$ cat src/rtl/complex_beat_gatherer.sv
// complex_beat_gatherer: gathers no_of_beats input beats of BW bits into one
// OW-bit word, with valid/ready on both sides, a single output holding slot,
// configurable fill order and flush of a partially filled word.
//
// Ports:
//   clk, rst            rising-edge clock, synchronous active-high reset
//   in, in_valid        input beat and its valid
//   in_ready            gatherer accepts a beat this cycle (from registers only)
//   flush               emit the current partial word
//   out, out_valid      holding slot contents and occupancy
//   out_ready           consumer takes the slot this cycle
//   out_partial         slot word came from a flush
//   out_beats           valid beats in the slot word
//   beat_count          beats currently in the accumulator
module complex_beat_gatherer #(
  parameter int unsigned no_of_units   = 4,
  parameter int unsigned element_width = 64,
  parameter int unsigned no_of_beats   = 2,
  parameter bit          lsb_first     = 1'b1,
  localparam int unsigned BW = element_width * no_of_units,
  localparam int unsigned OW = BW * no_of_beats,
  localparam int unsigned CW = $clog2(no_of_beats + 1)
) (
  input  logic          clk,
  input  logic          rst,
  input  logic [BW-1:0] in,
  input  logic          in_valid,
  output logic          in_ready,
  input  logic          flush,
  output logic [OW-1:0] out,
  output logic          out_valid,
  input  logic          out_ready,
  output logic          out_partial,
  output logic [CW-1:0] out_beats,
  output logic [CW-1:0] beat_count
);

  localparam logic [0:0] FILL      = 1'b0;
  localparam logic [0:0] HOLD_FULL = 1'b1;

  localparam logic [CW-1:0] NB    = CW'(no_of_beats);
  localparam logic [CW-1:0] NB_M1 = CW'(no_of_beats - 1);

  logic [0:0]    state_q, state_d;
  logic [OW-1:0] acc_q, acc_d, acc_w;
  logic [CW-1:0] cnt_q, cnt_d, cnt_w;
  logic          flush_pending_q, flush_pending_d;
  logic [OW-1:0] out_q, out_d;
  logic          out_valid_q, out_valid_d;
  logic          out_partial_q, out_partial_d;
  logic [CW-1:0] out_beats_q, out_beats_d;

  logic          accept;
  logic          xfer;
  logic          slot_free;
  logic          emit;
  logic [CW-1:0] slot_pos;

  // Ready depends only on registered state, never on in_valid.
  assign in_ready = (state_q != HOLD_FULL) & ~flush_pending_q;

  // Next-state and slot-load decision.
  always_comb begin
    accept          = in_valid & in_ready;
    xfer            = out_valid_q & out_ready;
    slot_free       = ~out_valid_q | out_ready;
    slot_pos        = lsb_first ? cnt_q : (NB_M1 - cnt_q);
    acc_w           = acc_q;
    cnt_w           = cnt_q;
    emit            = 1'b0;
    state_d         = state_q;
    flush_pending_d = flush_pending_q;
    out_d           = out_q;
    out_valid_d     = out_valid_q & ~out_ready;
    out_partial_d   = out_partial_q;
    out_beats_d     = out_beats_q;

    // Beat k lands in its slice; accept only happens in FILL with count < NB.
    if (accept) begin
      for (int unsigned k = 0; k < no_of_beats; k++) begin
        if (slot_pos == CW'(k)) acc_w[k*BW +: BW] = in;
      end
      cnt_w = cnt_q + CW'(1);
    end

    case (state_q)
      HOLD_FULL: begin
        if (xfer) begin
          emit    = 1'b1;
          state_d = FILL;
        end
      end
      default: begin
        if (flush_pending_q) begin
          // No beats are accepted while pending, so acc_w/cnt_w hold the partial word.
          if (slot_free) begin
            emit            = 1'b1;
            flush_pending_d = 1'b0;
          end
        end else if (cnt_w == NB) begin
          if (slot_free) emit = 1'b1;
          else           state_d = HOLD_FULL;
        end else if (flush && (cnt_w != '0)) begin
          if (slot_free) emit = 1'b1;
          else           flush_pending_d = 1'b1;
        end
      end
    endcase

    acc_d = acc_w;
    cnt_d = cnt_w;

    // Unfilled slices are already zero because the accumulator clears on every emit.
    if (emit) begin
      out_d         = acc_w;
      out_valid_d   = 1'b1;
      out_partial_d = (cnt_w != NB);
      out_beats_d   = cnt_w;
      acc_d         = '0;
      cnt_d         = '0;
    end
  end

  // State and output registers.
  always_ff @(posedge clk) begin
    if (rst) begin
      state_q         <= FILL;
      acc_q           <= '0;
      cnt_q           <= '0;
      flush_pending_q <= 1'b0;
      out_q           <= '0;
      out_valid_q     <= 1'b0;
      out_partial_q   <= 1'b0;
      out_beats_q     <= '0;
    end else begin
      state_q         <= state_d;
      acc_q           <= acc_d;
      cnt_q           <= cnt_d;
      flush_pending_q <= flush_pending_d;
      out_q           <= out_d;
      out_valid_q     <= out_valid_d;
      out_partial_q   <= out_partial_d;
      out_beats_q     <= out_beats_d;
    end
  end

  assign out         = out_q;
  assign out_valid   = out_valid_q;
  assign out_partial = out_partial_q;
  assign out_beats   = out_beats_q;
  assign beat_count  = cnt_q;

endmodule
$ cat config.mk
export PLATFORM = sky130hd
export DESIGN_NAME = complex_beat_gatherer
export DESIGN_NICKNAME = d
export VERILOG_FILES = /design/src/rtl/complex_beat_gatherer.sv
export SDC_FILE = /design/constraint.sdc
export NUM_CORES = 2
export LEC_CHECK = 0
export CAP_MARGIN = 20
export CORE_AREA = 3 3 307 309
export CTS_CLUSTER_DIAMETER = 150
export DETAILED_ROUTE_END_ITERATION = 6
export DIE_AREA = 0 0 310 312
export HOLD_SLACK_MARGIN = 0.05
export PLACE_DENSITY = 0.77
export SYNTH_ARGS = -nofsm -noshare
export SYNTH_HDL_FRONTEND = slang
export SYNTH_SLANG_ARGS = --single-unit
$ cat constraint.sdc
create_clock -name clk -period 3.05 [get_ports clk]
set_clock_uncertainty 0.05 [all_clocks]
set_input_delay 0.4575 -clock clk [delete_from_list [all_inputs] [get_ports clk]]
set_output_delay 0.4575 -clock clk [all_outputs]
set_load 0.01 [all_outputs]
# Yosys cells after proc, flatten, opt, wreduce, memory -nomap -nowiden
# Cells that the tools add are included.
dict set report totals {
  register_bits 1032
  inputBits 261
  output_inout_bits 519
}
dict set report op_classes {
  n_addsub 1
  eq_ne 3
  mux 19
  bitwise_logic 9
  reduce_logical 4
}
# operator count
set op_table {}
lappend op_table {{$mux 256} 2}
lappend op_table {{$mux 512} 1}
lappend op_table {{$mux 1} 15}
lappend op_table {{$and 1x1->1} 4}
lappend op_table {{$not 1->1} 4}
lappend op_table {{$add 2x1->2 const B} 1}
lappend op_table {{$eq 2x1->1 const B} 1}
lappend op_table {{$eq 2x2->1 const B} 1}
lappend op_table {{$logic_not 2->1} 1}
lappend op_table {{$mux 2} 1}
lappend op_table {{$ne 2x2->1 const B} 1}
lappend op_table {{$reduce_bool 2->1} 1}
lappend op_table {{$reduce_or 2->1} 1}
lappend op_table {{$logic_and 1x1->1} 1}
lappend op_table {{$or 1x1->1} 1}

# Depth between registers and ports, before layout
dict set report logic_depth {
  depth_word 11
  mapped_depth 9
  mapped_depth_nobuf 6
}

# Worst setup path before layout
# No wires, ideal clock.
dict set report synth_timing {
  kind {reg-to-reg}
  startpoint {reg cnt_q[0] (netlist: beat_count[0])}
  endpoint {reg out_q[282] (netlist: out[282])}
  setup_time_ns 0.060
  t_arrival_ns 2.045
  path_slack_ns 0.896
  stages_incl_launch_ff 10
  synth_period_minus_slack_ns 2.154
  path_cell_list {dfxtp_1 -> inv_1 -> ha_1 -> nand2_1 -> mux2_4 -> buf_4 -> buf_6 -> buf_6 -> a2111oi_0 -> a31o_1}
}
dict set report synth_between {
  elab_chain_len 8
}
# element line
set synth_lines {}
lappend synth_lines {{from (decl)} 46} ;# logic [CW-1:0] cnt_q, cnt_d, cnt_w;
lappend synth_lines {{from (signal assigned)} 138} ;# cnt_q <= cnt_d;
lappend synth_lines {{$add 2x1->2} 83} ;# cnt_w = cnt_q + CW'(1);
lappend synth_lines {{$mux 2} 79} ;# if (accept) begin
lappend synth_lines {{$reduce_bool 2->1} 103} ;# end else if (flush && (cnt_w != '0)) begin
lappend synth_lines {{$logic_and 1x1->1} 103}
lappend synth_lines {{$mux 1} 103}
lappend synth_lines {{$mux 1} 100} ;# end else if (cnt_w == NB) begin
lappend synth_lines {{$mux 1} 94} ;# if (flush_pending_q) begin
lappend synth_lines {{$mux 1} 86} ;# case (state_q)
lappend synth_lines {{to (signal assigned)} 140} ;# out_q <= out_d;
lappend synth_lines {{to (decl)} 48} ;# logic [OW-1:0] out_q, out_d;
# Parallel ways exist; a longest one is shown, timed or not.
# A chain may end at the register's enable or synchronous reset.

# Worst setup path in the final report
dict set report layout_timing {
  startpoint {reg cnt_q[0] (netlist: beat_count[0])}
  endpoint {reg out_q[25] (netlist: out[25])}
}
# Same word-level chain as after synthesis.

==> metrics <==
vias in the first global route=32,800; nets@finish=4,580; Slowest cell on crit path=a2111oi_0; I/O pins=780; Synth area leader=dfxtp_1; CTS tree=done; PwrDens=672 nW/um^2; Async SR Flop Fraction=0%; Mean Syn Cell Area=11.0 um^2; WHS Path Cells=2; # port buffers=779; clk_lat worst skew=680 ps; number of synthesized flops with an enable pin=0; die footprint=96,700 um^2; cts hold-fix bufs=0; R2R cell count=8; fin. max-slew vios=0; row count=111; number of iterations in the first detailed-routing pass=5; Die W=310 um; die height=312 um; Synth area leaders=dfxtp_1 51%, mux2i_1 12%, a2111oi_0 10%; overflow left after global routing=0; largest net degree at the start of global routing=138; cell count after synthesis=3,665; Mapped Area=40,300 um^2; number of vias per cell=6.16; register area share after synthesis=51.2%; Routed WL=134,000 um; post-DR wirelength/cell=23.9 um; outcome=finished, final reports clean; final hold vios=0; #FFs+latches synth=1,032; DRC=0; Cell variety after synth=32; critical path required time=3610 ps; DR iter-0 viols=3,214; Tmin final=2780 ps; Final GP Congestion=0.853; clk sink count=1,032; Longest Clk Path Bufs=3; global-route total usage across every layer=26.1%; Worst R2R Start=beat_count[0]; cell chain of the critical path=inv_1 -> ha_1 -> nand2_1 -> mux2_8 -> buf_12 -> buf_4 -> a2111oi_0 -> a31o_2; peak supply drop=0.470 mV; non-filler cells in the finished layout=5,590; Synth top area share=51.2%; H-tree Lvls=3; worst hold path type=primary input to flop; hold_sp=rst; ys flop type=dfxtp_1; critical path startpoint category=flop; kind of critical path=flop to flop; post-CTS setup buffers=0; Core Region=91,700 um^2; Leakage Power=19.0 nW; CTS buffer count=105; share of layout cells above drive strength 1=14.6%; CP Max Fanout=73; Worst EP arrival=3340 ps; via count=34,400; Buf/Inv on CP=3; Initial Util=44.0%; Syn Nets=3,928; crit end category=flop; kind of cell adding the most delay to the critical path=compound AO/OA/AOI/OAI gates; Rel. slew slack=44.0%; clock root buffer=clkbuf_16; end of the worst register-to-register path=out[25]; period utilization=91.1%; Worst R2R Setup Slack=270 ps; Placed Cells=5,396; fmax=0.360 GHz; area delta synth->final=33.0%; CP max stage delay=560 ps; Antenna Nets Post-Route=0; register clock-pin slew on the reported worst setup and hold paths=60 ps; Final HPWL DP=88,900 um; yosys warns=0; Layout Utilization=58.5%; initial antenna violation count=15; Setup-failing EPs final=0; Hold Path End=acc_q[359]; post-cts sizing count=0; Max-Cap Viols=0; first-pass GRT wire length=200,000 um; setup repair after global routing missed its margin=false; Slew @ Worst Pin=840 ps
[Yosys cell counts (3+ instances only)]
| master | number |
|---|---|
| inv_1 | 44 |
| and3_1 | 40 |
| mux2i_1 | 473 |
| a31o_2 | 151 |
| dfxtp_1 | 1032 |
| nor3_1 | 474 |
| buf_4 | 5 |
| a31o_1 | 323 |
| a211oi_1 | 81 |
| nor2_1 | 3 |
| mux2_2 | 40 |
| clkbuf_1 | 281 |
| buf_1 | 3 |
| buf_6 | 64 |
| a2111oi_0 | 474 |
| buf_2 | 157 |
[per-layer routing]
metal	part of all wire, %	up-vias	GRT usage [%]
li1	-	15700	-
met1	42	17000	33.6
met2	46	1420	41.8
met3	7.9	292	6.63
met4	4.0	22	10.1
met5	0.12	-	0
[how the worst max path moves through the flow]
stage	start	endpoint	slack (ps)	cells past startpoint
CTS	beat_count[0]	out[25]	300	8
global placement	in_valid	out[421]	-80	8
detailed placement	in_valid	out[421]	-140	8
global route	beat_count[0]	out[25]	180	8
floorplan	beat_count[0]	out[282]	900	9
finish	beat_count[0]	out[25]	270	8
[layout make-up]
class                   count  area, um^2
diodes                      6        15.0
clock buffers             159        3210
well taps                1186        1480
clock inverters            29         353
multi-input cells        2079       17000
fillers                  7398       38000
repair buffers           1055       10800
inverters                  44         173
flip-flops and latches   1032       20700
[flip-flops by register name, indices dropped and copies added, names as in the netlist]
signal and count:
out_beats 2, state_q 1, out_partial 1, out_valid 1, flush_pending_q 1, acc_q 512, out 512, beat_count 2
[stage by stage]
step                total power [mW]  worst slack (ps)  area, um^2  hold slack [ps]  setup TNS (ps)
floorplan                       19.5               896       40300              428               0
global placement                22.9             -84.1       50100              395            -497
detailed placement              23.0              -140       50100              396           -2510
CTS                             36.1               298       53600              215               0
global route                    37.2               185       53600              246               0
finish                          36.0               271       53600              243               0
[kinds of logic after synthesis]
family | count (synthesis) | synth area share [%]
AOI/OAI and AO/OA | 1037 | 22.2
xor gates and xnor gates | 2 | 0.0434
adders and majority gates | 2 | 0.0620
buffers and inverters | 554 | 6.88
DFF | 1032 | 51.2
muxes | 514 | 12.9
and+or+nand+nor | 524 | 6.68
[where the power goes]
part | switching (mW) | total [mW] | internal (mW)
Clock | 5.39 | 13.2 | 7.82
Sequential | 0.530 | 15.1 | 14.5
Combinational | 4.49 | 7.78 | 3.29
Total | 10.4 | 36.0 | 25.6
[cell usage in the layout (no fill, tap or decap), types with 2 or more instances in the layout]
cell / synthesis / routed
buf_4: 5 / 203
bufinv_16: 0 / 7
diode_2: 0 / 6
clkinv_2: 0 / 12
clkinv_4: 0 / 2
nand2b_1: 2 / 2
mux2i_1: 473 / 473
and3_1: 40 / 40
a211oi_1: 81 / 81
a31o_2: 151 / 151
and4bb_4: 0 / 2
ha_1: 2 / 2
clkbuf_16: 0 / 111
nor3_1: 474 / 474
inv_6: 0 / 4
a2111oi_0: 474 / 472
mux2_2: 40 / 40
a31o_1: 323 / 323
clkbuf_1: 281 / 23
clkinvlp_4: 0 / 4
a2111oi_1: 0 / 2
nor2_1: 3 / 3
a21oi_4: 0 / 2
buf_12: 0 / 73
inv_1: 44 / 43
clkdlybuf4s50_1: 0 / 778
clkbuf_8: 0 / 25
dfxtp_1: 1032 / 1032
Power figures use the tool's default switching activity.
